$ cat src/rtl/dac12_pkg.sv
// Shared constants for the 12-bit DAC transmit path: sample width, midscale code
// and the playback state encoding.
package dac12_pkg;

    localparam int SAMPLE_W = 12;
    localparam int RATE_W   = 8;

    localparam logic [SAMPLE_W-1:0] MIDSCALE = 12'h800;

    localparam logic [1:0] ST_IDLE  = 2'd0;
    localparam logic [1:0] ST_PRIME = 2'd1;
    localparam logic [1:0] ST_RUN   = 2'd2;

    // Two's complement to offset binary is a flip of the sign bit.
    function automatic logic [SAMPLE_W-1:0] to_offset_binary(input logic [SAMPLE_W-1:0] s);
        return s ^ MIDSCALE;
    endfunction

endpackage

$ cat src/rtl/sync_fifo.sv
// Synchronous FIFO with a registered show-ahead read port and an occupancy count.
// rd_data always holds the head word, so a pop can hand it straight to a register.
module sync_fifo #(
    parameter int WIDTH = 12,
    parameter int DEPTH = 16
) (
    input  logic                   clk,
    input  logic                   rst,
    input  logic                   wr_en,
    input  logic [WIDTH-1:0]       wr_data,
    input  logic                   rd_en,
    output logic [WIDTH-1:0]       rd_data,
    output logic [$clog2(DEPTH):0] level,
    output logic                   full,
    output logic                   empty
);

    localparam int AW = $clog2(DEPTH);
    localparam int LW = AW + 1;
    localparam logic [LW-1:0] DEPTH_L = LW'(DEPTH);

    logic [WIDTH-1:0] mem [DEPTH];
    logic [AW-1:0]    wr_ptr;
    logic [AW-1:0]    rd_ptr;
    logic [AW-1:0]    rd_ptr_n;
    logic             push;
    logic             pop;

    assign full     = (level == DEPTH_L);
    assign empty    = (level == '0);
    assign push     = wr_en && !full;
    assign pop      = rd_en && !empty;
    assign rd_ptr_n = pop ? rd_ptr + AW'(1) : rd_ptr;

    always_ff @(posedge clk) begin
        if (push) begin
            mem[wr_ptr] <= wr_data;
        end
    end

    always_ff @(posedge clk) begin
        if (rst) begin
            wr_ptr  <= '0;
            rd_ptr  <= '0;
            level   <= '0;
            rd_data <= '0;
        end else begin
            if (push) begin
                wr_ptr <= wr_ptr + AW'(1);
            end
            rd_ptr <= rd_ptr_n;
            // Bypass when the word landing on this edge becomes the new head.
            rd_data <= (push && (wr_ptr == rd_ptr_n)) ? wr_data : mem[rd_ptr_n];
            case ({push, pop})
                2'b10:   level <= level + LW'(1);
                2'b01:   level <= level - LW'(1);
                default: level <= level;
            endcase
        end
    end

endmodule

$ cat src/rtl/dac12_tx.sv
// Paced DAC sample transmitter: buffers two's-complement samples and plays them out
// as offset-binary words, one every RATE+1 clocks.
//
// state | meaning
// IDLE  | output parked at midscale, no strobes, FIFO contents kept
// PRIME | filling the FIFO up to PRIME_LEVEL, output held
// RUN   | rate counter running, one pop per tick, underrun on an empty tick
module dac12_tx
    import dac12_pkg::*;
#(
    parameter int DEPTH       = 16,
    parameter int PRIME_LEVEL = 4
) (
    input  logic                   DAC_CLK,
    input  logic                   RST,
    input  logic                   ENABLE,
    input  logic [RATE_W-1:0]      RATE,
    input  logic [SAMPLE_W-1:0]    DIN,
    input  logic                   DIN_VALID,
    output logic                   DIN_READY,
    output logic [SAMPLE_W-1:0]    DAC_DATA,
    output logic                   DAC_WR,
    output logic                   UNDERRUN,
    output logic [$clog2(DEPTH):0] LEVEL
);

    localparam int LW = $clog2(DEPTH) + 1;
    localparam logic [LW-1:0] PRIME_L = LW'(PRIME_LEVEL);

    logic [1:0]          state_q;
    logic [1:0]          state_n;
    logic [RATE_W-1:0]   rate_cnt_q;
    logic                running;
    logic                tick;
    logic                pop;
    logic                fifo_full;
    logic                fifo_empty;
    logic [SAMPLE_W-1:0] fifo_head;

    sync_fifo #(
        .WIDTH(SAMPLE_W),
        .DEPTH(DEPTH)
    ) u_fifo (
        .clk    (DAC_CLK),
        .rst    (RST),
        .wr_en  (DIN_VALID),
        .wr_data(DIN),
        .rd_en  (pop),
        .rd_data(fifo_head),
        .level  (LEVEL),
        .full   (fifo_full),
        .empty  (fifo_empty)
    );

    assign DIN_READY = !fifo_full;
    assign running   = (state_q == ST_RUN) && ENABLE;
    assign tick      = running && (rate_cnt_q == '0);
    assign pop       = tick && !fifo_empty;

    always_comb begin
        state_n = state_q;
        if (!ENABLE) begin
            state_n = ST_IDLE;
        end else begin
            case (state_q)
                ST_IDLE:  state_n = ST_PRIME;
                ST_PRIME: if (LEVEL >= PRIME_L) state_n = ST_RUN;
                ST_RUN:   state_n = ST_RUN;
                default:  state_n = ST_IDLE;
            endcase
        end
    end

    always_ff @(posedge DAC_CLK) begin
        if (RST) begin
            state_q    <= ST_IDLE;
            rate_cnt_q <= RATE;
            DAC_DATA   <= MIDSCALE;
            DAC_WR     <= 1'b0;
            UNDERRUN   <= 1'b0;
        end else begin
            state_q <= state_n;
            DAC_WR  <= pop;

            // Outside RUN the counter sits loaded, so RUN always starts a full period.
            if (!running || tick) begin
                rate_cnt_q <= RATE;
            end else begin
                rate_cnt_q <= rate_cnt_q - RATE_W'(1);
            end

            if (state_n == ST_IDLE) begin
                DAC_DATA <= MIDSCALE;
            end else if (pop) begin
                DAC_DATA <= to_offset_binary(fifo_head);
            end

            if (state_q == ST_IDLE && state_n == ST_PRIME) begin
                UNDERRUN <= 1'b0;
            end else if (tick && fifo_empty) begin
                UNDERRUN <= 1'b1;
            end
        end
    end

endmodule
$ cat config.mk
export PLATFORM = sky130hd
export DESIGN_NAME = dac12_tx
export DESIGN_NICKNAME = d
export VERILOG_FILES = /design/src/rtl/dac12_pkg.sv /design/src/rtl/sync_fifo.sv /design/src/rtl/dac12_tx.sv
export SDC_FILE = /design/constraint.sdc
export NUM_CORES = 1
export LEC_CHECK = 0
export ABC_AREA = 1
export CORE_ASPECT_RATIO = 0.8
export CORE_MARGIN = 2
export CORE_UTILIZATION = 30
export CTS_CLUSTER_SIZE = 14
export DETAILED_ROUTE_END_ITERATION = 7
export SLEW_MARGIN = 20
export SYNTH_ARGS = -nofsm -noshare
export SYNTH_HDL_FRONTEND = slang
export SYNTH_HIERARCHICAL = 1
export SYNTH_SLANG_ARGS = --single-unit
$ cat constraint.sdc
create_clock -name DAC_CLK -period 7.6 [get_ports DAC_CLK]
set_input_delay 0.76 -clock DAC_CLK [delete_from_list [all_inputs] [get_ports DAC_CLK]]
set_output_delay 0.76 -clock DAC_CLK [all_outputs]
set_load 0.01 [all_outputs]
; ---- Word level (Yosys, flattened, before mapping)
; Memories as Yosys holds them, arrays and structs flattened. A register that Yosys moved wholly into a read port is not among the register bits.
; Cells that the tools add are included.
[totals]
reg_bits = 37
ramBits = 192
out_inout_bits = 20
wordCells = 49
memories = 1
[classes]
addsub = 5
order_cmp = 1
eq_ne = 6
mux = 9
bitwise = 1
n_reduce_logical = 18
[memory_table]
columns = memory, depth, width, read_ports, rd_ports_with_merged_regs, wr, line
row1 = u_fifo.mem, 16, 12, 1, 1, 1, sync_fifo.sv:22  ; logic [WIDTH-1:0] mem [DEPTH];
[ops]
columns = cell, count
row1 = 8-bit 2-to-1 mux, 2
row2 = 5-bit case mux with 2 select lines, 1
row3 = 4-bit by 1-bit adder with 4-bit output (second input constant), 2
row4 = 8-bit logical NOT, 1
row5 = 8-bit by 1-bit subtractor with 8-bit output (second input constant), 1
row6 = 1-bit logical AND, 7
row7 = 2-bit by 1-bit equality test with 1-bit output (second input constant), 3
row8 = 2-bit case mux with 3 select lines, 1
row9 = 5-bit by 1-bit adder with 5-bit output (second input constant), 1
row10 = 5-bit equality test (second input constant), 1
row11 = 5-bit by 3-bit greater-or-equal comparator with 1-bit output (second input constant), 1
row12 = 5-bit logical NOT, 1
row13 = 5-bit by 1-bit subtractor with 5-bit output (second input constant), 1
row14 = 2-bit equality test (second input constant), 2
row15 = 2-bit logical NOT, 2
row16 = 2-bit 2-to-1 mux, 2
row17 = 4-bit 2-to-1 mux, 1
row18 = 2-bit OR reduction, 2
row19 = 1-bit logical NOT, 3
row20 = 1-bit 2-to-1 mux, 2
row21 = 2-bit nonzero test, 1
row22 = 1-bit logical OR, 1
row23 = 1-bit NOT, 1

; ---- Logic depth before layout (Yosys ltp)
[depth]
depth_word = 7
mapped_depth = 20
ltp_nobuf = 18

; ---- Cells and area by module
; The synthesis kept the hierarchy.
[modules_own_cells]
columns = module, instances, cells_each, area_per_inst_um2, seq_area_each_um2
row1 = sync_fifo, 1, 959, 9844.4, 6266.0
row2 = dac12_tx, 1, 166, 1138.6, 480.5

; ---- Worst setup path after synthesis
; Ideal clock, no wire load.
[synth_path]
path_kind = in2reg
start = input ENABLE
end = register u_fifo.level[4]
setup_ps = 71
t_arrival_ps = 2732
setup_slack_ps = 4798
stages = 17
path_buffers = 1
cell_sequence = nand2_1 nor2_4 nand3_4 buf_2 inv_2 nand2_4 inv_4 ha_1 xor2_1 ha_1 a21o_1 nand2_1 nand2_1 a21oi_1 xor2_1 nand2_1 a21oi_1
[synth_via]
elab_chain_cells = 6
[synth_rtl]
columns = item, line
row1 = "start, declared", dac12_tx.sv:16  ; input logic ENABLE,
row2 = 1-bit logical AND (*), dac12_tx.sv:56  ; assign running = (state_q == ST_RUN) && ENABLE;
row3 = 1-bit logical AND (*), dac12_tx.sv:57  ; assign tick = running && (rate_cnt_q == '0);
row4 = 1-bit logical AND (*), dac12_tx.sv:58  ; assign pop = tick && !fifo_empty;
row5 = net pop, dac12_tx.sv:35  ; logic pop;
row6 = 1-bit logical AND (*), sync_fifo.sv:32  ; assign pop = rd_en && !empty;
row7 = 2-bit by 1-bit equality test with 1-bit output / 2-bit equality test (equally long branches), sync_fifo.sv:54  ; case ({push, pop})
row8 = 5-bit case mux with 2 select lines / 2-bit nonzero test (equally long branches), --
row9 = "end signal, assigned", sync_fifo.sv:55  ; 2'b10: level <= level + LW'(1);
row10 = "end signal, assigned", sync_fifo.sv:56  ; 2'b01: level <= level - LW'(1);
row11 = "end signal, assigned", sync_fifo.sv:57  ; default: level <= level;
row12 = "end, declared", sync_fifo.sv:13  ; output logic [$clog2(DEPTH):0] level,
; The timed path passes the listed nets; every way through them passes the cells marked *.
; A chain may end at the register's enable or synchronous reset.

; ---- Final worst setup path
[layout_path]
start = input ENABLE
end = register u_fifo.rd_data[3], read port of u_fifo.mem
[layout_via]
elab_chain_cells = 5
[layout_rtl]
columns = item, line
row1 = 1-bit logical AND, dac12_tx.sv:56
row2 = 1-bit logical AND, dac12_tx.sv:57
row3 = 1-bit logical AND, dac12_tx.sv:58
row4 = net pop, dac12_tx.sv:35
row5 = 1-bit logical AND, sync_fifo.sv:32
row6 = 4-bit 2-to-1 mux, sync_fifo.sv:33  ; assign rd_ptr_n = pop ? rd_ptr + AW'(1) : rd_ptr;
row7 = "end, declared", sync_fifo.sv:12  ; output logic [WIDTH-1:0] rd_data,
; The timed path passes the listed nets, and every way through them passes these cells.

==> impl_metrics.tcl <==
set metrics [dict create \
    cpMaxStageDelayCell "buf_4" \
    postCtsHoldBufs 0 \
    worst_pin_slew_ns 1.20 \
    ys_seq_area_share_pct 61.4 \
    syn_nets 1160 \
    track_usage_pct 14.2 \
    yosys.area.top_type "edfxtp_1" \
    clock_sinks 241 \
    drc 0 \
    ant_nets 0 \
    drive_gt1_share_pct 6.75 \
    drt_pass1_iterations 5 \
    vias_per_cell 4.69 \
    die_y_um 175 \
    fin_tns_setup_ns 0 \
    antenna_found_initial 0 \
    pwr-share-seq_pct 51.8 \
    area_growth_pct 15.4 \
    totalWireLength_um 27200 \
    synthTopCellsByArea "edfxtp_1 52%, nand3_1 11%, dfxtp_1 8.9%" \
    rsz0062_at_grt "no" \
    hp-start "UNDERRUN" \
    root_buffer "clkbuf_16" \
    fillerInstances 3605 \
    p_int_mw 2.23 \
    drt_iter0_markers 653 \
    post_cts_resized 0 \
    crit_path_start "ENABLE" \
    slew_headroom_pct 20.1 \
    arrival_ns 4.27 \
    hold_path.class "reg2reg" \
    finalPower_mw 2.82 \
    clockBufferDepth 3 \
    port_buffers 43 \
    slowest_delay_ns 0.82 \
    cp.required_ns 8.02 \
    yosysMostFrequentCell "nand3_1" \
    drv_cap 0 \
    p_sw_uw 595 \
    place_congestion 0.824 \
    die-area_um2 38200 \
    p_clk_share_pct 44.2 \
    synth_enable_flop_cells 192 \
    endpoint_kind "flop" \
    die-width_um 218 \
    cts_tree "yes" \
    drv_slew 0 \
    rows 62 \
    final-hold-violation-count 0 \
    clkLatencyLatePin_ns 0.52 \
    syn_area_um2 11000 \
    n_antenna_cell 0 \
    ys_types 38 \
    p_leak_nw 5.30 \
    comb_power_share_pct 4.0 \
    p_per_area_nw_per_um2 223 \
    fin_skew_ns 0.00809 \
    synth_top_area_share_pct 52.5 \
    crit_top_cell "nor2_1" \
    synth.ff_latch_count 241 \
    synth_common_cells "240 x nand3_1, 195 x inv_1, 192 x edfxtp_1, 180 x nand2_1, 92 x nor2_1" \
    clk_pin_slew_ns 0.06 \
    grt_start_max_net_pins 99 \
    vias 7738 \
    ctsHtreeMaxLevel 1 \
    dp_hpwl_um 15200 \
    crit_chain "clkdlybuf4s50_1 > nand2_1 > nor2_4 > nand3_4 > inv_2 > nand2_4 > nand2_4 > buf_4 > a21oi_1 > nor2_1 > nand3_2 > nor2_1 > nor2_1 > nand2_1 > inv_1" \
    core_area_um2 36000 \
    synthFlopType "edfxtp_1" \
    syn_avg_cell_area_um2 9.76 \
    avgRoutedWirePerCell_um 16.5 \
    min_period_ns 3.85 \
    cts_setup_buffers 0 \
    nNetsFinal 1186 \
    grt_pass1_wl_um 42500 \
    yosysWarnings 6 \
    async_flop_share_pct 0 \
    cp_max_fo 97 \
    vdd_ir_drop_max_v 0.000194 \
    p_sw_share_pct 21.1 \
    netlist_instances 1125 \
    r2r_start "u_fifo/level[0]" \
    outcome "finished clean" \
    grt_pass1_vias 7347 \
    setup_viol 0 \
    start_kind "input port" \
    path_class "in2reg" \
    initial_core_util_pct 30.5 \
    cts_buffers 26 \
    finalCritPeriodShare_pct 50.7 \
    overflow 0 \
    fmax_mhz 260 \
    ios 44 \
]
==> area by class of cell <==
class / count / area [µm²] / share of cell area (%)
Clock inverter: 13 / 110 / 0.869
Tap cell: 480 / 601 / 4.74
Sequential cell: 241 / 6750 / 53.2
Multi-Input combinational cell: 631 / 3240 / 25.5
Clock buffer: 35 / 736 / 5.80
Timing Repair Buffer: 52 / 498 / 3.93
Inverter: 199 / 749 / 5.91
==> kinds of logic after synthesis <==
logic type,share of synthesized area (%)
compound gates,1.29
xor+xnor,0.957
fa+ha+maj,1.25
buf+inv,9.51
flops,61.4
simple gates,25.6
==> power groups by stage <==
stage,Combinational (mW),Sequential [mW],Clock (mW)
final,0.113,1.46,1.25
after global routing,0.128,1.47,1.32
after CTS,0.113,1.46,1.26
after detailed placement,0.112,1.49,0
after global placement,0.110,1.49,0
after floorplan,0.0609,1.48,0
==> layer usage <==
metal	track usage [%]	part of all wire, %	wire length (µm)	up-vias
met4	3.63	2.2	597	0
li1	-	-	-	3742
met2	22.1	44	12000	269
met1	20.7	46	12700	3688
met5	0	0	0	-
met3	2.25	7.4	2000	39
==> registers in the layout (all words and copies together), names as in the netlist <==
| name | cells |
|---|---|
| state_q | 2 |
| u_fifo/rd_ptr | 4 |
| DAC_DATA | 12 |
| UNDERRUN | 1 |
| u_fifo/rd_data | 12 |
| u_fifo/mem | 192 |
| u_fifo/level | 5 |
| rate_cnt_q | 8 |
| u_fifo/wr_ptr | 4 |
| DAC_WR | 1 |
==> worst paths after layout <==
path	endpoint	slack [ns]	cells past startpoint
worst max-delay path	u_fifo/rd_data[3]	3.75	15
worst max register to register	u_fifo/rd_data[3]	3.86	16
worst min register to register	UNDERRUN	0.45	2
worst min-delay path	UNDERRUN	0.45	2
==> placed cells by master, fill, tap and decap left out, types with 5 or more instances in the layout <==
master           count
nand3_1            240
inv_1              195
edfxtp_1           192
nand2_1            180
nor2_1              81
dfxtp_1             49
nand3b_1            48
clkdlybuf4s50_1     43
clkbuf_16           27
nor2_2              14
ha_1                11
xor2_1               9
buf_4                9
a21oi_1              8
clkinv_1             7
o21ai_0              5
clkbuf_1             5
==> critical path, delay by kind of cell <==
| kind | cells | cell delay (ns) |
|---|---|---|
| simple gates | 10 | 1.77 |
| buf+inv | 4 | 1.59 |
| compound gates | 1 | 0.14 |
==> per-stage QoR <==
stage / utilization (%) / area (µm²) / hold WS [ns] / setup WS, ns / cells
6_report: 35.2 / 12700 / 0.449 / 3.75 / 1651
5_1_grt: 35.2 / 12700 / 0.472 / 3.46 / 1651
4_1_cts: 35.2 / 12700 / 0.449 / 3.84 / 1651
3_5_place_dp: 32.8 / 11800 / 0.439 / 3.31 / 1603
3_3_place_gp: 32.8 / 11800 / 0.434 / 3.39 / 1603
2_1_floorplan: - / 11000 / 0.414 / 4.80 / 1125
No activity file was read; power rests on OpenSTA's default activity.
